`src/rtl/ps2_pkg.sv`:
```
// ps2_pkg: shared PS/2 types and constants for the host transmitter and receiver.
// Holds the transmitter state encoding, command bytes and frame helpers.
package ps2_pkg;

    typedef enum logic [2:0] {
        S_IDLE,
        S_INHIBIT,
        S_REQ,
        S_DATA,
        S_STOP,
        S_ACK,
        S_WAIT_IDLE,
        S_DONE
    } ps2_tx_state_e;

    localparam logic [7:0] PS2_CMD_SET_LED = 8'hED;
    localparam logic [7:0] PS2_CMD_RESET   = 8'hFF;
    localparam logic [7:0] PS2_RSP_ACK     = 8'hFA;
    localparam logic [7:0] PS2_RSP_RESEND  = 8'hFE;

    localparam int PS2_FRAME_BITS = 11;

    function automatic logic odd_parity(input logic [7:0] b);
        return ~^b;
    endfunction

endpackage

```
`src/rtl/ps2_host_tx_if.sv`:
```
// ps2_host_tx_if: command handshake between controller logic and the transmitter.
// The controller is the master; the transmitter is the slave.
interface ps2_host_tx_if;

    logic [7:0] tx_byte;
    logic       tx_start;
    logic       tx_busy;
    logic       tx_done;
    logic       tx_ack_ok;
    logic       tx_error;

    modport master (
        output tx_byte,
        output tx_start,
        input  tx_busy,
        input  tx_done,
        input  tx_ack_ok,
        input  tx_error
    );

    modport slave (
        input  tx_byte,
        input  tx_start,
        output tx_busy,
        output tx_done,
        output tx_ack_ok,
        output tx_error
    );

endinterface

```
`src/rtl/ps2_line_sync.sv`:
```
// ps2_line_sync: 2-FF synchronizers for the PS/2 pins plus a registered
// falling-edge pulse on the clock line.
module ps2_line_sync (
    input  logic clk,
    input  logic reset,
    input  logic ps2_clk_i,
    input  logic ps2_data_i,
    output logic sync_clk_o,
    output logic sync_data_o,
    output logic fall_o
);

    logic [1:0] clk_ff_q;
    logic [1:0] data_ff_q;
    logic       clk_prev_q;
    logic       fall_q;

    // Idle bus level is high, so reset to 1 to avoid a spurious fall.
    always_ff @(posedge clk) begin
        if (!reset) begin
            clk_ff_q   <= 2'b11;
            data_ff_q  <= 2'b11;
            clk_prev_q <= 1'b1;
            fall_q     <= 1'b0;
        end else begin
            clk_ff_q   <= {clk_ff_q[0], ps2_clk_i};
            data_ff_q  <= {data_ff_q[0], ps2_data_i};
            clk_prev_q <= clk_ff_q[1];
            fall_q     <= clk_prev_q & ~clk_ff_q[1];
        end
    end

    assign sync_clk_o  = clk_ff_q[1];
    assign sync_data_o = data_ff_q[1];
    assign fall_o      = fall_q;

endmodule

```
`src/rtl/ps2_host_tx.sv`:
```
// ps2_host_tx: host-to-device PS/2 command transmitter.
// Inhibits the bus, clocks out one framed byte and reports the device ACK.
module ps2_host_tx
    import ps2_pkg::*;
#(
    parameter int CLK_FREQ_HZ = 50_000_000,
    parameter int INHIBIT_US  = 100,
    parameter int TIMEOUT_MS  = 15
) (
    input  logic         clk,
    input  logic         reset,
    ps2_host_tx_if.slave tx,
    input  logic         ps2k_clk,
    input  logic         ps2k_data,
    output logic         ps2k_clk_oe,
    output logic         ps2k_data_oe
);

    localparam longint INH_CYC =
        longint'(INHIBIT_US) * longint'(CLK_FREQ_HZ) / 1_000_000;
    localparam longint TO_CYC =
        longint'(TIMEOUT_MS) * longint'(CLK_FREQ_HZ) / 1000;
    localparam int INH_W = (INH_CYC > 1) ? $clog2(INH_CYC) : 1;
    localparam int TO_W  = (TO_CYC > 1) ? $clog2(TO_CYC) : 1;
    localparam logic [INH_W-1:0] INH_LAST = INH_W'(INH_CYC - 1);
    localparam logic [TO_W-1:0]  TO_LAST  = TO_W'(TO_CYC - 1);
    localparam logic [3:0] PAR_FALL = 4'(PS2_FRAME_BITS - 2);

    ps2_tx_state_e    state_q;
    logic [8:0]       frame_q;
    logic [3:0]       bit_cnt_q;
    logic [INH_W-1:0] inh_cnt_q;
    logic [TO_W-1:0]  to_cnt_q;
    logic             clk_oe_q;
    logic             data_oe_q;
    logic             busy_q;
    logic             done_q;
    logic             ack_q;
    logic             err_q;

    logic sync_clk;
    logic sync_data;
    logic sync_fall;
    logic to_run;
    logic to_hit;

    ps2_line_sync u_sync (
        .clk         (clk),
        .reset       (reset),
        .ps2_clk_i   (ps2k_clk),
        .ps2_data_i  (ps2k_data),
        .sync_clk_o  (sync_clk),
        .sync_data_o (sync_data),
        .fall_o      (sync_fall)
    );

    // A sampled ACK on the 11th fall beats a coincident timeout.
    assign to_run = state_q inside {S_REQ, S_DATA, S_STOP, S_ACK};
    assign to_hit = to_run && (to_cnt_q == TO_LAST)
                    && !(state_q == S_ACK && sync_fall);

    always_ff @(posedge clk) begin
        if (!reset) begin
            state_q   <= S_IDLE;
            frame_q   <= '0;
            bit_cnt_q <= '0;
            inh_cnt_q <= '0;
            to_cnt_q  <= '0;
            clk_oe_q  <= 1'b0;
            data_oe_q <= 1'b0;
            busy_q    <= 1'b0;
            done_q    <= 1'b0;
            ack_q     <= 1'b0;
            err_q     <= 1'b0;
        end else begin
            done_q <= 1'b0;
            if (to_run) to_cnt_q <= to_cnt_q + 1'b1;
            unique case (state_q)
                S_IDLE: begin
                    if (tx.tx_start) begin
                        frame_q   <= {odd_parity(tx.tx_byte), tx.tx_byte};
                        busy_q    <= 1'b1;
                        ack_q     <= 1'b0;
                        err_q     <= 1'b0;
                        inh_cnt_q <= '0;
                        clk_oe_q  <= 1'b1;
                        state_q   <= S_INHIBIT;
                    end
                end
                S_INHIBIT: begin
                    inh_cnt_q <= inh_cnt_q + 1'b1;
                    if (inh_cnt_q == INH_LAST - 1'b1) data_oe_q <= 1'b1;
                    if (inh_cnt_q == INH_LAST) begin
                        clk_oe_q  <= 1'b0;
                        data_oe_q <= 1'b1;
                        to_cnt_q  <= '0;
                        bit_cnt_q <= '0;
                        state_q   <= S_REQ;
                    end
                end
                S_REQ, S_DATA: begin
                    if (sync_fall) begin
                        bit_cnt_q <= bit_cnt_q + 1'b1;
                        data_oe_q <= ~frame_q[0];
                        frame_q   <= {1'b0, frame_q[8:1]};
                        state_q   <= (bit_cnt_q == PAR_FALL - 4'd1)
                                     ? S_STOP : S_DATA;
                    end
                end
                S_STOP: begin
                    if (sync_fall) begin
                        bit_cnt_q <= bit_cnt_q + 1'b1;
                        data_oe_q <= 1'b0;
                        state_q   <= S_ACK;
                    end
                end
                S_ACK: begin
                    if (sync_fall) begin
                        bit_cnt_q <= bit_cnt_q + 1'b1;
                        ack_q     <= ~sync_data;
                        err_q     <= sync_data;
                        state_q   <= S_WAIT_IDLE;
                    end
                end
                S_WAIT_IDLE: begin
                    if (sync_clk && sync_data) begin
                        done_q  <= 1'b1;
                        state_q <= S_DONE;
                    end
                end
                S_DONE: begin
                    busy_q  <= 1'b0;
                    state_q <= S_IDLE;
                end
                default: state_q <= S_IDLE;
            endcase
            if (to_hit) begin
                clk_oe_q  <= 1'b0;
                data_oe_q <= 1'b0;
                ack_q     <= 1'b0;
                err_q     <= 1'b1;
                done_q    <= 1'b1;
                state_q   <= S_DONE;
            end
        end
    end

    assign tx.tx_busy   = busy_q;
    assign tx.tx_done   = done_q;
    assign tx.tx_ack_ok = ack_q;
    assign tx.tx_error  = err_q;
    assign ps2k_clk_oe  = clk_oe_q;
    assign ps2k_data_oe = data_oe_q;

endmodule
```
`src/flat_wrapper.sv`:
```
// flat-port wrapper written by rule: the top's interface ports become plain ports
module ps2_host_tx_flat import ps2_pkg::*;
#(
    parameter int CLK_FREQ_HZ = 50_000_000,
    parameter int INHIBIT_US  = 100,
    parameter int TIMEOUT_MS  = 15
)
  (clk, reset, ps2k_clk, ps2k_data, ps2k_clk_oe, ps2k_data_oe, tx_tx_byte, tx_tx_start, tx_tx_busy, tx_tx_done, tx_tx_ack_ok, tx_tx_error);
  ps2_host_tx_if tx_i ();
  input  logic clk;
  input  logic reset;
  input  logic ps2k_clk;
  input  logic ps2k_data;
  output logic ps2k_clk_oe;
  output logic ps2k_data_oe;
  input wire logic [$bits(tx_i.tx_byte)-1:0] tx_tx_byte;
  input wire logic [$bits(tx_i.tx_start)-1:0] tx_tx_start;
  output wire logic [$bits(tx_i.tx_busy)-1:0] tx_tx_busy;
  output wire logic [$bits(tx_i.tx_done)-1:0] tx_tx_done;
  output wire logic [$bits(tx_i.tx_ack_ok)-1:0] tx_tx_ack_ok;
  output wire logic [$bits(tx_i.tx_error)-1:0] tx_tx_error;
  assign tx_i.tx_byte = tx_tx_byte;
  assign tx_i.tx_start = tx_tx_start;
  assign tx_tx_busy = tx_i.tx_busy;
  assign tx_tx_done = tx_i.tx_done;
  assign tx_tx_ack_ok = tx_i.tx_ack_ok;
  assign tx_tx_error = tx_i.tx_error;
  ps2_host_tx #(.CLK_FREQ_HZ(CLK_FREQ_HZ), .INHIBIT_US(INHIBIT_US), .TIMEOUT_MS(TIMEOUT_MS)) u_core (.clk(clk), .reset(reset), .tx(tx_i), .ps2k_clk(ps2k_clk), .ps2k_data(ps2k_data), .ps2k_clk_oe(ps2k_clk_oe), .ps2k_data_oe(ps2k_data_oe));
endmodule
```
`config.mk`:
```
export PLATFORM = sky130hd
export DESIGN_NAME = ps2_host_tx_flat
export DESIGN_NICKNAME = d
export VERILOG_FILES = /design/src/rtl/ps2_pkg.sv /design/src/rtl/ps2_host_tx_if.sv /design/src/rtl/ps2_line_sync.sv /design/src/rtl/ps2_host_tx.sv /design/src/flat_wrapper.sv
export SDC_FILE = /design/constraint.sdc
export NUM_CORES = 1
export LEC_CHECK = 0
export ABC_CLOCK_PERIOD_IN_PS = 3000
export CAP_MARGIN = 10
export CORE_ASPECT_RATIO = 0.7
export CORE_UTILIZATION = 60
export CTS_BUF_LIST = sky130_fd_sc_hd__clkbuf_4
export DETAILED_ROUTE_END_ITERATION = 7
export PLACE_DENSITY = 0.8
export SYNTH_ARGS = -nofsm -noshare
export SYNTH_HDL_FRONTEND = slang
export SYNTH_SLANG_ARGS = --single-unit
```
`constraint.sdc`:
```
create_clock -name clk -period 3 [get_ports clk]
set_clock_uncertainty 0.2 [all_clocks]
set_input_delay 0.6 -clock clk [delete_from_list [all_inputs] [get_ports clk]]
set_output_delay 0.6 -clock clk [all_outputs]
set_load 0.01 [all_outputs]
```
==> out/qor.yml, run 1 <==
synthesis:
  yosys_register_bits: 61
  synthesis.area_per_instance_um2: 8.31
  synth_cell_types: 53
  area_contributors_post_synth: "dfxtp_1, nor2_1, xnor2_1"
  synthTopCellsByCount: "dfxtp_1, nor2_1, nand2_1"
  ys_async_sr_fraction_pct: 0
  synth-edff-count: 0
  yosysWarnings: 0
  synth.most_common_cell: "dfxtp_1"
  ys_seq_area_share_pct: 39.8
  netlist_area_um2: 3070
  synth_area_leader_cell: "dfxtp_1"
  synth_flop_cell: "dfxtp_1"
  synth_top_cell_area_share_pct: 39.8
  syn_inst: 369
  syn-num-nets: 387
routing:
  route.top_layer_used: "met4"
  drt_pre_antenna_iters: 5
  wl_met3_um: 508
  total_vias_in_the_final_route: 2661
  met2_wirelength_um: 2840
  detail-route-antenna-nets: 0
  detail_route.drc_violations: 0
  avgRoutedWirePerCell_um: 14.2
  route.layer.met1.wl_um: 3080
  viasPerCell: 5.82
  initialDrtViolationCount: 172
  routed_wl_um: 6490
finish:
  multi_input_comb_area_um2: 1710
  post-route-cell-area_um2: 3410
  finish.cell_count_without_fillers: 457
  area_growth_pct: 11.3
  antenna_cells: 0
  finalCoreUtilization_pct: 70.6
  layout.nets: 401
  final.fill_count: 424
  seqCellArea_um2: 1220
  layout-drive-gt1-share_pct: 9.02
clock_tree:
  clkSlewWorstSetupHoldPaths_ns: 0.10
  clk_latency_ns: 0.42
  numCtsBuffers: 9
  cts.sink_count: 61
  ctsHtreeMaxLevel: 3
  cts_tree: "done"
  post_cts_buffers: 0
  cts-root-buf: "clkbuf_4"
  cts_resized: 0
  cts_hold_buf: 0
  clock_path_buffers: 2
global_routing:
  overflow: 0
  antenna_found_initial: 0
  track_usage_pct: 25.6
  grt_first_pass_wirelength_um: 10300
  grt_start_max_net_pins: 29
  grt_pass1_vias: 2208
die:
  num_io_pins: 19
  die_y_um: 61.8
  die-area_um2: 5410
  floorplan.rows: 21
  placeableCoreArea_um2: 4830
  initial_utilization_pct: 63.5
  die_width_um: 87.5
timing:
  setup-tns-final_ns: 0
  worst_slew_pin_slew_ns: 0.711
  final-max-slew-violation-count: 0
  max_freq_mhz: 409
  final.min_clock_period_ns: 2.45
  slew_headroom_pct: 52.5
  timing.hold.ws_ns: 0.216
  setup_slack_ns: 0.554
  final_min_period_over_clock_period_pct: 81.5
  rsz0062_at_grt: "no"
  setup_violations: 0
  timing.final.hold_violations: 0
min_path:
  timing.hold.worst.class: "flop to flop"
status:
  run_status: "finished clean"
run:
  maxCapViolCount: 0
power:
  total_leakage_power_nw: 1.18
  pwr_density_cell_nw_per_um2: 623
  post-layout-total-power_mw: 2.13
  vdd_drop_max_uv: 439
critical_path:
  cp_data_arrival_time_ns: 2.55
  critPathLaunchType: "flop"
  worst-path-max-fanout: 18
  critPathRequiredTime_ns: 3.11
  timing_worst_setup_path_type: "flop to flop"
  end_kind: "flop"
place:
  placed_cell_areas_um2: 3280
  dp_cells: 441
  dpl.hpwl_um: 4520
  routabilityCongestion: 0.853
  port-buffer-count: 18
  dp_worst_setup_slack_ns: 0.582
-- path summary, 6_finish.rpt --
check / from / end / slack [ns] / depth (start not counted)
worst max register to register: u_core.state_q[1]$_SDFFE_PN0P_ / u_core.to_cnt_q[19]$_SDFF_PN0_ / 0.55 / 5
worst max-delay path: u_core.state_q[1]$_SDFFE_PN0P_ / u_core.to_cnt_q[19]$_SDFF_PN0_ / 0.55 / 5
worst min-delay path: u_core.u_sync.clk_prev_q$_SDFF_PN1_ / u_core.u_sync.fall_o$_SDFF_PN0_ / 0.22 / 2
worst min register to register: u_core.u_sync.clk_prev_q$_SDFF_PN1_ / u_core.u_sync.fall_o$_SDFF_PN0_ / 0.22 / 2
-- kinds of logic after synthesis --
group | after synthesis | share of synthesized area, %
AO/OA/AOI/OAI | 58 | 12.6
adder cells (fa/ha/maj) | 5 | 2.04
buffers and inverters | 31 | 4.36
XOR/XNOR | 26 | 8.03
AND/OR/NAND/NOR | 182 | 31.1
multiplexers | 6 | 2.08
flip-flops | 61 | 39.8
-- layout make-up --
cell class              instances  area share [%]
clock buffers                   9            1.98
clock inverters                 7            1.94
inverters                      11            1.21
multi-input cells             277            50.2
flip-flops and latches         61            35.8
well taps                      69            2.53
repair buffers                 23            6.38
-- critical path, cell delays in order (launching register included) --
cell     delay (ns)
dfxtp_1        0.79
xor2_4         0.33
nand4_2        0.31
nor4_1         0.46
xnor2_1        0.17
nor2_1         0.06
-- report_power, final --
| part | switching [mW] | leakage (nW) | internal (mW) | total (mW) |
|---|---|---|---|---|
| Sequential | 0.0938 | 0.496 | 0.889 | 0.983 |
| Clock | 0.312 | 0.0654 | 0.247 | 0.559 |
| Combinational | 0.337 | 0.614 | 0.248 | 0.585 |
-- flip-flops by register name, indices dropped and copies added, names as in the netlist --
register,flops
u_core.bit_cnt_q,4
u_core.frame_q,9
u_core.inh_cnt_q,13
u_core.ps2k_clk_oe,1
u_core.ps2k_data_oe,1
u_core.state_q,3
u_core.to_cnt_q,20
u_core.tx.tx_ack_ok,1
u_core.tx.tx_busy,1
u_core.tx.tx_done,1
u_core.tx.tx_error,1
u_core.u_sync.clk_ff_q,2
u_core.u_sync.clk_prev_q,1
u_core.u_sync.data_ff_q,2
u_core.u_sync.fall_o,1
-- metal layers --
| layer | up-vias | track usage, % |
|---|---|---|
| met5 | - | 0 |
| met4 | 0 | 6.79 |
| met3 | 7 | 9.51 |
| met2 | 94 | 37.6 |
| met1 | 1236 | 35.5 |
| li1 | 1324 | - |
-- cells in the final DEF (no fill, tap or decap), types with 3 or more instances in the layout --
cell type        count
xnor2_1             23
nand3b_1             4
inv_1               10
clkbuf_4             9
nand3_1             15
mux2i_1              3
dfxtp_1             61
and3_1               4
nor4_1               9
o21a_1               3
a311oi_1             8
nor2_1              54
and2_1               4
buf_4                5
nand2_1             39
a21oi_1             20
nand2b_1             8
nor2b_1              4
clkinvlp_4           3
or3_1                5
ha_1                 5
a31oi_1              6
nor3_1              12
nand4_1              5
nor4b_1              5
mux2_2               3
clkdlybuf4s50_1     18
o21ai_0              8
Note: power is estimated with default switching activity, not from simulation.
==> run 2: changes to the inputs <==
ABC_CLOCK_PERIOD_IN_PS = 2100   (was 3000)
CORE_UTILIZATION = 55   (was 60)
PLACE_DENSITY = 0.78   (was 0.8)
clock period = 2.1 ns   (was 3 ns; I/O delays follow)
==> out/qor.yml, run 2 (synthesis gave the netlist of run 1 again) <==
place:
  port-buffer-count: 18  # unchanged
  dpl.hpwl_um: 4790  # was 4520 um
  routabilityCongestion: 0.902  # was 0.853
  dp_worst_setup_slack_ns: -0.00377  # was 0.582 ns
finish:
  layout-drive-gt1-share_pct: 13.6  # was 9.02%
  finalCoreUtilization_pct: 67.5  # was 70.6%
  multi_input_comb_area_um2: 1720  # was 1710 um^2
  final_common_cell: "dfxtp_1"  # unchanged
  biggestRegsByFlops: "u_core.to_cnt_q (20), u_core.inh_cnt_q (13), u_core.frame_q (9)"  # unchanged
  top_register: "u_core.to_cnt_q"  # unchanged
  seqCellArea_um2: 1220  # about the same
  area_growth_pct: 16.8  # was 11.3%
  antenna_cells: 0  # unchanged
  largest_register_ffs: 20  # unchanged
  layout.nets: 418  # was 401
  layout_common_cells: "dfxtp_1, nor2_1, nand2_1"  # unchanged
  final.fill_count: 415  # was 424
die:
  num_io_pins: 19  # unchanged
  floorplan.rows: 22  # was 21
  initial_utilization_pct: 57.7  # was 63.5%
  die-area_um2: 5890  # was 5410 um^2
  die_y_um: 64.5  # was 61.8 um
  placeableCoreArea_um2: 5310  # was 4830 um^2
  die_width_um: 91.3  # was 87.5 um
routing:
  avgRoutedWirePerCell_um: 13.9  # was 14.2 um
  total_vias_in_the_final_route: 2668  # was 2661
  drt_pre_antenna_iters: 4  # was 5
  initialDrtViolationCount: 185  # was 172
  viasPerCell: 5.59  # was 5.82
  detail-route-antenna-nets: 0  # unchanged
  detail_route.drc_violations: 0  # unchanged
  routed_wl_um: 6640  # was 6490 um
clock_tree:
  clock_path_buffers: 2  # unchanged
  numCtsBuffers: 9  # unchanged
  cts_tree: "done"  # unchanged
  cts-root-buf: "clkbuf_4"  # unchanged
  post_cts_buffers: 0  # unchanged
  clkSlewWorstSetupHoldPaths_ns: 0.10  # about the same
  clk_latency_ns: 0.40  # was 0.42 ns
  ctsHtreeMaxLevel: 3  # unchanged
  cts_hold_buf: 0  # unchanged
  cts.sink_count: 61  # unchanged
timing:
  slew_headroom_pct: 65.7  # was 52.5%
  setup_slack_ns: 0.0719  # was 0.554 ns
  setup-tns-final_ns: 0  # unchanged
  final_min_period_over_clock_period_pct: 96.6  # was 81.5%
  final.min_clock_period_ns: 2.03  # was 2.45 ns
  setup_violations: 0  # unchanged
  max_freq_mhz: 493  # was 409 MHz
  timing.final.hold_violations: 0  # unchanged
  final-max-slew-violation-count: 0  # unchanged
  worst_slew_pin_slew_ns: 0.513  # was 0.711 ns
  rsz0062_at_grt: "no"  # unchanged
global_routing:
  track_usage_pct: 24.2  # was 25.6%
  grt_start_max_net_pins: 29  # unchanged
  overflow: 0  # unchanged
  grt_pass1_vias: 2505  # was 2208
  antenna_found_initial: 0  # unchanged
  grt_first_pass_wirelength_um: 11200  # was 10300 um
critical_path:
  timing_worst_setup_path_type: "flop to flop"  # unchanged
  critPathLaunchType: "flop"  # unchanged
  cp_data_arrival_time_ns: 2.15  # was 2.55 ns
  critPathRequiredTime_ns: 2.23  # was 3.11 ns
  worst-path-max-fanout: 16  # was 18
  end_kind: "flop"  # unchanged
power:
  total_leakage_power_nw: 1.28  # was 1.18 nW
  pwr_density_cell_nw_per_um2: 920  # was 623 nW/um^2
  vdd_drop_max_uv: 597  # was 439 uV
min_path:
  timing.hold.worst.class: "flop to flop"  # unchanged
status:
  run_status: "finished clean"  # unchanged
run:
  maxCapViolCount: 0  # unchanged
-- run 2: through the flow --
stage | instances | hold slack [ns] | power, mW | area, um^2
2_1_floorplan | 369 | 0.186 | 2.04 | 3070
3_3_place_gp | 461 | 0.190 | 2.36 | 3420
3_5_place_dp | 461 | 0.200 | 2.39 | 3420
4_1_cts | 477 | 0.226 | 3.31 | 3580
5_1_grt | 477 | 0.238 | 3.50 | 3580
6_report | 477 | 0.220 | 3.30 | 3580
-- run 2: layout make-up --
cell class	count	area share [%]
tap	72	2.51
clock buffer	9	1.88
timing repair buffer	40	9.98
sequential	61	34.1
multi-input combinational	277	47.9
clock inverter	7	2.51
inverter	11	1.15
-- run 2: metal layers --
metal	vias up	share of wire [%]	track usage (%)	wire, um
met2	69	43	36.4	2880
li1	1358	-	-	-
met3	11	4.8	6.69	318
met1	1230	51	33.2	3360
met5	-	0	0	0
met4	0	1.3	9.13	85
-- run 2: timing repair --
action / CTS / global route
hold endpoints to repair: 0 / 0
resized for setup: 0 / 2
endpoints found under the setup margin: 0 / 3
-- run 2: worst paths after layout --
| check | depth (start not counted) | to | slack (ns) | start |
|---|---|---|---|---|
| setup / recovery | 5 | u_core.tx.tx_done$_SDFF_PN0_ | 0.07 | u_core.state_q[1]$_SDFFE_PN0P_ |
| hold reg to reg | 1 | u_core.u_sync.data_ff_q[1]$_SDFF_PN1_ | 0.22 | u_core.u_sync.data_ff_q[0]$_SDFF_PN1_ |
| hold / removal | 1 | u_core.u_sync.data_ff_q[1]$_SDFF_PN1_ | 0.22 | u_core.u_sync.data_ff_q[0]$_SDFF_PN1_ |
| setup reg to reg | 5 | u_core.tx.tx_done$_SDFF_PN0_ | 0.07 | u_core.state_q[1]$_SDFFE_PN0P_ |
-- run 2: power breakdown --
group / total (mW) / internal [mW] / leakage, nW / switching, mW
registers: 1.35 / 1.27 / 0.496 / 0.0791
logic: 1.04 / 0.470 / 0.706 / 0.567
clock network: 0.914 / 0.476 / 0.0817 / 0.438
-- run 2: critical path, stage by stage (launching register included) --
cell and delay, ns:
dfxtp_1 0.45, buf_4 0.25, nand4b_1 0.23, nand4_1 0.13, or3_1 0.48, a21oi_1 0.21
